--- src/rtl/ddfs_phase_fold_if.sv ---
// Bus bundle for ddfs_phase_fold: tuning-word handshake, control strobes and folded phase outputs.
interface ddfs_phase_fold_if #(
  parameter int N = 18,
  parameter int L = 6
);
  logic             en;
  logic             sync_clr;
  logic [N-1:0]     ftw;
  logic             ftw_valid;
  logic             ftw_ready;
  logic [N-1:0]     phase_off;
  logic             lm_in;
  logic [L-1:0]     phi_lut;
  logic             LM;
  logic [N-4-L:0]   phi_res;
  logic [2:0]       oct;
  logic             out_valid;

  modport master (
    output en, sync_clr, ftw, ftw_valid, phase_off, lm_in,
    input  ftw_ready, phi_lut, LM, phi_res, oct, out_valid
  );

  modport slave (
    input  en, sync_clr, ftw, ftw_valid, phase_off, lm_in,
    output ftw_ready, phi_lut, LM, phi_res, oct, out_valid
  );
endinterface

--- src/rtl/ddfs_phase_fold.sv ---
// DDFS phase accumulator with octant folding into LUT address/residual.
// Optional LFSR phase dither is enabled by defining DDFS_DITHER_EN.
module ddfs_phase_fold #(
  parameter int N = 18,
  parameter int L = 6
) (
  input  logic              clk,
  input  logic              rst_n,
  ddfs_phase_fold_if.slave  bus
);

  logic [N-1:0]   acc_q, acc_d;
  logic [N-1:0]   p2_q, p2_d;
  logic [N-1:0]   ftw_act_q, ftw_act_d;
  logic [N-1:0]   shadow_q, shadow_d;
  logic           pending_q, pending_d;
  logic           v2_q, v2_d;
  logic           lm2_q, lm2_d;
  logic [L-1:0]   phi_lut_q, phi_lut_d;
  logic [N-4-L:0] phi_res_q, phi_res_d;
  logic [2:0]     oct_q, oct_d;
  logic           lm_q, lm_d;
  logic           out_valid_q, out_valid_d;
  logic [N-4:0]   fold;
  logic [N-1:0]   dith;

`ifdef DDFS_DITHER_EN
  logic [15:0] lfsr_q, lfsr_d;

  // Right-shifting Fibonacci form of taps 16,14,13,11
  always_comb begin
    lfsr_d = lfsr_q;
    if (bus.en) lfsr_d = {lfsr_q[0] ^ lfsr_q[2] ^ lfsr_q[3] ^ lfsr_q[5], lfsr_q[15:1]};
  end

  always_ff @(posedge clk) begin
    if (!rst_n) lfsr_q <= 16'hACE1;
    else        lfsr_q <= lfsr_d;
  end

  assign dith = {{(N-4){1'b0}}, lfsr_q[3:0]};
`else
  assign dith = '0;
`endif

  always_comb begin
    acc_d     = acc_q;
    p2_d      = p2_q;
    ftw_act_d = ftw_act_q;
    shadow_d  = shadow_q;
    pending_d = pending_q;
    v2_d      = 1'b0;
    lm2_d     = lm2_q;

    if (bus.ftw_valid && !pending_q) begin
      shadow_d  = bus.ftw;
      pending_d = 1'b1;
    end

    // The step taken in the apply cycle still uses the previous ftw_act
    if (bus.en) begin
      acc_d = acc_q + ftw_act_q;
      p2_d  = acc_q + bus.phase_off + dith;
      v2_d  = 1'b1;
      lm2_d = bus.lm_in;
      if (pending_q) begin
        ftw_act_d = shadow_q;
        pending_d = 1'b0;
      end
    end

    if (bus.sync_clr) begin
      acc_d = '0;
      v2_d  = 1'b0;
    end
  end

  always_comb begin
    fold        = p2_q[N-3] ? ~p2_q[N-4:0] : p2_q[N-4:0];
    oct_d       = p2_q[N-1:N-3];
    phi_lut_d   = fold[N-4 -: L];
    phi_res_d   = fold[N-4-L:0];
    lm_d        = lm2_q;
    out_valid_d = v2_q && !bus.sync_clr;
  end

  always_ff @(posedge clk) begin
    if (!rst_n) begin
      acc_q       <= '0;
      p2_q        <= '0;
      ftw_act_q   <= '0;
      shadow_q    <= '0;
      pending_q   <= 1'b0;
      v2_q        <= 1'b0;
      lm2_q       <= 1'b0;
      phi_lut_q   <= '0;
      phi_res_q   <= '0;
      oct_q       <= '0;
      lm_q        <= 1'b0;
      out_valid_q <= 1'b0;
    end else begin
      acc_q       <= acc_d;
      p2_q        <= p2_d;
      ftw_act_q   <= ftw_act_d;
      shadow_q    <= shadow_d;
      pending_q   <= pending_d;
      v2_q        <= v2_d;
      lm2_q       <= lm2_d;
      phi_lut_q   <= phi_lut_d;
      phi_res_q   <= phi_res_d;
      oct_q       <= oct_d;
      lm_q        <= lm_d;
      out_valid_q <= out_valid_d;
    end
  end

  assign bus.ftw_ready = ~pending_q;
  assign bus.phi_lut   = phi_lut_q;
  assign bus.phi_res   = phi_res_q;
  assign bus.oct       = oct_q;
  assign bus.LM        = lm_q;
  assign bus.out_valid = out_valid_q;

endmodule

--- src/flat_wrapper.sv ---
// flat-port wrapper written by rule: the top's interface ports become plain ports
module ddfs_phase_fold_flat 
#(
  parameter int N = 18,
  parameter int L = 6
)
  (clk, rst_n, bus_en, bus_sync_clr, bus_ftw, bus_ftw_valid, bus_phase_off, bus_lm_in, bus_ftw_ready, bus_phi_lut, bus_LM, bus_phi_res, bus_oct, bus_out_valid);
  ddfs_phase_fold_if #(.N(N), .L(L)) bus_i ();
  input  logic clk;
  input  logic rst_n;
  input wire logic [$bits(bus_i.en)-1:0] bus_en;
  input wire logic [$bits(bus_i.sync_clr)-1:0] bus_sync_clr;
  input wire logic [$bits(bus_i.ftw)-1:0] bus_ftw;
  input wire logic [$bits(bus_i.ftw_valid)-1:0] bus_ftw_valid;
  input wire logic [$bits(bus_i.phase_off)-1:0] bus_phase_off;
  input wire logic [$bits(bus_i.lm_in)-1:0] bus_lm_in;
  output wire logic [$bits(bus_i.ftw_ready)-1:0] bus_ftw_ready;
  output wire logic [$bits(bus_i.phi_lut)-1:0] bus_phi_lut;
  output wire logic [$bits(bus_i.LM)-1:0] bus_LM;
  output wire logic [$bits(bus_i.phi_res)-1:0] bus_phi_res;
  output wire logic [$bits(bus_i.oct)-1:0] bus_oct;
  output wire logic [$bits(bus_i.out_valid)-1:0] bus_out_valid;
  assign bus_i.en = bus_en;
  assign bus_i.sync_clr = bus_sync_clr;
  assign bus_i.ftw = bus_ftw;
  assign bus_i.ftw_valid = bus_ftw_valid;
  assign bus_i.phase_off = bus_phase_off;
  assign bus_i.lm_in = bus_lm_in;
  assign bus_ftw_ready = bus_i.ftw_ready;
  assign bus_phi_lut = bus_i.phi_lut;
  assign bus_LM = bus_i.LM;
  assign bus_phi_res = bus_i.phi_res;
  assign bus_oct = bus_i.oct;
  assign bus_out_valid = bus_i.out_valid;
  ddfs_phase_fold #(.N(N), .L(L)) u_core (.clk(clk), .rst_n(rst_n), .bus(bus_i));
endmodule
--- config.mk ---
export PLATFORM = sky130hd
export DESIGN_NAME = ddfs_phase_fold_flat
export DESIGN_NICKNAME = d
export VERILOG_FILES = /design/src/rtl/ddfs_phase_fold_if.sv /design/src/rtl/ddfs_phase_fold.sv /design/src/flat_wrapper.sv
export SDC_FILE = /design/constraint.sdc
export NUM_CORES = 1
export LEC_CHECK = 0
export ABC_AREA = 1
export CORE_MARGIN = 2
export CORE_UTILIZATION = 42
export DETAILED_ROUTE_END_ITERATION = 6
export HOLD_SLACK_MARGIN = 0.15
export PLACE_DENSITY = 0.73
export SLEW_MARGIN = 25
export SYNTH_ARGS = -nofsm -noshare
export SYNTH_HDL_FRONTEND = slang
export SYNTH_SLANG_ARGS = --single-unit
--- constraint.sdc ---
create_clock -name clk -period 2.4 [get_ports clk]
set_input_delay 0.6 -clock clk [delete_from_list [all_inputs] [get_ports clk]]
set_output_delay 0.6 -clock clk [all_outputs]
set_load 0.05 [all_outputs]
==> metrics.txt, run 1 <==
synthesized area per cell=6.80 um2; element type at the critical path end=register; Hold WC Path Type=reg2reg; RSZ-0062 raised after global routing=false; startpoint types=input pin; clk_lat worst skew=350 ps; core area=between 10000 and 15000 um2; Final Critical Period=2170 ps; Final period util=90.4%; r2r setup slk=310 ps; worst reg2reg path depth=13; DIE AREA=~14000 um2; clk sink count=95; DRT Wirelength=11300 um; Routed wire per std cell=11.1 um; Final GP Congestion=0.910; largest net degree at the start of global routing=47; fin util=51.8%; Max-Cap Viols=0; Hold Fails Final Rpt=0; Total Nets Final=922; Cell Pwr Density=about 620 nW/um2; first drt pass iteration count=4; cts bufs inserted=9; global-route wire length before repair=19500 um; Synth-to-Final Area Change=22.0%; RR Startpoint=u_core.acc_q[0]; Final setup viols=0; Worst-path clk slew=70 ps; CTS root buffer=clkbuf_16; post-synthesis cell type count=27; crit path capture=u_core.p2_q[12]; Netlist Area Pre-Place=5290 um2; commonest non-fill, non-tap cell in the layout=nor2_1; Worst EP required=2640 ps; remaining global-route overflow=0; Port Buf Inserts=62; register area share after synthesis=35.9%; initial antenna violation count=0; buffer levels on the longest clock path=2; slew at the pin closest to its max-slew limit=801 ps; CP Class=in2reg; Crit. Startpoint=bus_phase_off[0]; r2r endpoint=u_core.acc_q[14]; HPWL Detailed=8730 um; Die Width=116 um; Worst Path Max Fanout=3; Max IR drop VDD=0.401 mV; Clock Skews=10.8 ps; # IOs=between 60 and 70; Multi-input gate area=2920 um2; Global Route Usage Sum=18.0%; Slew Limit Fails=0; highest clock rate=0.461 GHz; CTS tree=yes; Setup Slack @ Placement=-157 ps; number of global-route vias before repair=4355; Register Area=1900 um2; post-route setup slack=~230 ps; most frequent cells in the layout=nor2_1, nand2_1, inv_1, dfxtp_1, o21ai_0; post-route ant nets=0; Vias/cell=4.60; Synthesis Warnings=0; Post-CTS Setup Inserts=0; final hold slack=432 ps; die height=between 100 and 150 um; share of layout cells above drive strength 1=7.89%; status=completed; H-tree levels=3; DR iter-0 viols=219; CP arrival=approximately 2400 ps; initial core utilization=42.5%; fillers=between 1000 and 1500; vias=4692; antenna diode count=0; WHS Path Cells=2; leak pwr=3.17 nW; Cells after Synth=778; relative slew slack=between 40% and 50%; cts hold-fix bufs=0; Sum Neg Setup Slack=0 ps; std cell rows=41; Post-Syn Nets=between 800 and 900; cts repair resizes=0; synthesized flop and latch total=95; residual DRC count=0
==> sequential cells by signal (all words and copies together) (netlist names), 3 cells and up <==
register and count:
u_core.bus.phi_res 9, u_core.acc_q 18, u_core.bus.phi_lut 6, u_core.bus.oct 3
u_core.shadow_q 18, u_core.p2_q 18, u_core.ftw_act_q 18
==> report_power, final <==
group	switching (mW)	internal [mW]	total, mW	leakage, nW
sequential	0.0697	1.69	1.76	0.783
combinational	0.449	0.318	0.768	2.23
clock	0.623	0.841	1.46	0.149
==> critical path, stage by stage <==
cell and delay, ps:
clkdlybuf4s50_1 470, ha_2 170, inv_1 50, fa_2 340, inv_1 80, nand3_1 80, nand2_2 90, nand3_1 80
nand2_2 100, nand2_1 70, nand3_1 60, nand3_1 80, nand2_1 90, inv_1 40
==> synth_stat cells <==
cell      count  area [um2]
a21oi_1      35         175
a21oi_2       3        26.3
a31oi_1       1        6.26
and2_1        4        25.0
buf_2         9        45.0
buf_4         2        15.0
clkbuf_1     13        48.8
dfxtp_1      95        1900
fa_1          2        40.0
ha_1         34         425
inv_1        95         357
inv_2         3        11.3
nand2_1     133         499
nand2_2      16         100
nand3_1      49         245
nand3_2       4        40.0
nand4_1       2        12.5
nor2_1      163         612
nor2_2        3        18.8
nor2_4        2        22.5
nor3_1        2        10.0
o211ai_1      1        7.51
o21ai_0      75         375
o21bai_1      1        7.51
or2_1         2        12.5
xnor2_1      21         184
xor2_1        8        70.1
==> worst min-delay path by stage <==
stage                         start                    to  slack [ps]
floorplan               u_core.v2_q  u_core.bus.out_valid         390
detailed placement     u_core.lm2_q         u_core.bus.LM         420
finish              u_core.p2_q[17]     u_core.bus.oct[2]         430
global route            u_core.v2_q  u_core.bus.out_valid         450
global placement    u_core.p2_q[16]     u_core.bus.oct[1]         410
CTS                    u_core.lm2_q         u_core.bus.LM         440
==> metal layers <==
layer	up-vias	wire [um]	track usage [%]
li1	2596	-	-
met1	2009	5360	21.9
met2	75	5430	32.6
met3	12	368	3.43
met4	0	132	4.92
met5	-	0	0
==> stage by stage <==
step	std cells	cell area [um2]	power [mW]
after global routing	1021	6460	4.20
after detailed placement	1005	6140	2.57
after CTS	1021	6450	4.03
after floorplan	778	5290	2.32
final	1021	6460	3.99
after global placement	1005	6140	2.56
==> logic make-up after synthesis <==
kind of cell,Yosys count,share of synthesized area (%)
fa+ha+maj,36,8.79
xor+xnor,29,4.80
simple gates,380,30.2
buf+inv,122,9.00
compound gates,116,11.3
flops,95,35.9
==> final cells by class <==
class / count / share of cell area, %
Multi-Input combinational cell: 561 / 45.2
Tap cell: 172 / 3.33
Clock inverter: 6 / 1.07
Sequential cell: 95 / 29.5
Inverter: 98 / 5.70
Clock buffer: 10 / 3.70
Timing Repair Buffer: 79 / 11.5
No activity file was read; power rests on OpenSTA's default activity.
==> run 2: changes to the inputs <==
--- a/config.mk
+++ b/config.mk
@@ -11,7 +11,7 @@
 export DETAILED_ROUTE_END_ITERATION = 6
 export HOLD_SLACK_MARGIN = 0.15
 export PLACE_DENSITY = 0.73
-export SLEW_MARGIN = 25
+export SLEW_MARGIN = 20
 export SYNTH_ARGS = -nofsm -noshare
 export SYNTH_HDL_FRONTEND = slang
 export SYNTH_SLANG_ARGS = --single-unit
==> results of run 2 <==
Final layout, timing and power as in run 1 (identical DEF).
==> RTL change, RTL diff (config.mk and constraints of run 1) <==
`N` is set to 18 in 3 places; all go to 36.
--- a/src/rtl/ddfs_phase_fold_if.sv
+++ b/src/rtl/ddfs_phase_fold_if.sv
@@ -1,6 +1,6 @@
 // Bus bundle for ddfs_phase_fold: tuning-word handshake, control strobes and folded phase outputs.
 interface ddfs_phase_fold_if #(
-  parameter int N = 18,
+  parameter int N = 36,
   parameter int L = 6
 );
   logic             en;
--- a/src/rtl/ddfs_phase_fold.sv
+++ b/src/rtl/ddfs_phase_fold.sv
@@ -1,7 +1,7 @@
 // DDFS phase accumulator with octant folding into LUT address/residual.
 // Optional LFSR phase dither is enabled by defining DDFS_DITHER_EN.
 module ddfs_phase_fold #(
-  parameter int N = 18,
+  parameter int N = 36,
   parameter int L = 6
 ) (
   input  logic              clk,
--- a/src/flat_wrapper.sv
+++ b/src/flat_wrapper.sv
@@ -1,7 +1,7 @@
 // flat-port wrapper written by rule: the top's interface ports become plain ports
 module ddfs_phase_fold_flat 
 #(
-  parameter int N = 18,
+  parameter int N = 36,
   parameter int L = 6
 )
   (clk, rst_n, bus_en, bus_sync_clr, bus_ftw, bus_ftw_valid, bus_phase_off, bus_lm_in, bus_ftw_ready, bus_phi_lut, bus_LM, bus_phi_res, bus_oct, bus_out_valid);
Ports: changed (resized bus_ftw, bus_phase_off and bus_phi_res); port bits go from 63 to 117. The function was not compared with the original's and may differ.
==> RTL change against run 1 <==
Power grew 100%. Worst setup slack worse by 0.12 ns. Cell area grew 120%. Maximum frequency is 5.3% lower. Combinational power is 130% higher. Clock skew increased by 0.0057 ns. Sequential cell count up 90. Routed wire length grew to 2.7 times the old value. Register-to-register slack got worse by 0.06 ns. Synthesized area increased by 110%. Synthesized cell count is 130% higher. Critical path type unchanged.
==> RTL change: results (changes against run 1) <==
* # nets final at 2,118 (was 922)
* Peak VDD IR at 441 uV (was 401 uV)
* DP Area at 13,500 um^2 (was 6140 um^2)
* Hold path endpoint: u_core.bus.out_valid$_SDFF_PN0_ (was u_core.bus.oct[2]$_SDFF_PN0_)
* P_comb at 1740 uW (was 768 uW)
* Via count at 11,100 (was 4,692)
* Comb pwr share at 0.218 (was 0.192)
* Max Fanout on Critical Path at 4 (was 3)
* Seq cells at 185 (was 95)
* Synth cell types at 30 (was 27)
* Finished Layout Cells at 2,322 (was 1,021)
* Num rows at 60 (was 41)
* Post-synth top cells: nor2_1 (374), nand2_1 (373), inv_1 (246) (was nor2_1 (163), nand2_1 (133), dfxtp_1 (95), inv_1 (95), o21ai_0 (75))
* Met1 wire length at 14,800 um (was 5360 um)
* DRT iter0 DRCs at 816 (was 219)
* Worst Reg-to-Reg Cells at 14 (was 13)
* Routability cong. at 0.950 (was 0.910)
* Seq/total area at 0.263 (was 0.295)
* Critical path endpoint: u_core.p2_q[32]$_SDFFE_PN0P_ (was u_core.p2_q[12]$_SDFFE_PN0P_)
* Worst Path Arrival at 2.62 ns (was 2.41 ns)
* Multi-input logic area at 6550 um^2 (was 2920 um^2)
* Pre-Repair DR Iteration Count at 5 (was 4)
* Clock Skew at 0.0164 ns (was 0.0108 ns)
* Status: completed (unchanged)
* Vias in the first global route at 10,300 (was 4,355)
* Net Switching at 2570 uW (was 1140 uW)
* Logic inverters at 251 (was 98)
* Non-clk bufs at 210 (was 79)
* CTS clock-pin slew for the worst setup and hold paths at 0.09 ns (was 0.07 ns)
* Leakage power at 0.00723 uW (was 0.00317 uW)
* FF-to-FF setup slack at 0.25 ns (was 0.31 ns)
* RR Endpoint: u_core.acc_q[32]$_SDFFE_PP0P_ (was u_core.acc_q[14]$_SDFFE_PP0P_)
* Power share of the sequential group at 0.429 (was 0.441)
* GR Util met3 at 0.0283 (was 0.0343)
[RTL change: changes by cell type after synthesis, moves of 6 or more]
cell / before / now
inv_1: 95 / 246
xnor2_1: 21 / 39
nand3_1: 49 / 91
nand2_1: 133 / 373
o21bai_1: 1 / 8
clkbuf_1: 13 / 35
nor3_1: 2 / 18
o21ai_0: 75 / 152
nor2_2: 3 / 9
ha_1: 34 / 70
a21oi_1: 35 / 92
nor2_1: 163 / 374
xor2_1: 8 / 22
dfxtp_1: 95 / 185
[RTL change: tightest hold or removal path: cells and delay by family, from the launching register on]
kind,cells,cell delay [ns]
buffers and inverters,1,0.04
AND/OR/NAND/NOR,1,0.03
flip-flops,1,0.30
[RTL change: cell families after synthesis]
kind of cell,after synthesis
compound gates,269
xor+xnor,61
buf+inv,302
simple gates,901
fa+ha+maj,72
flops,185
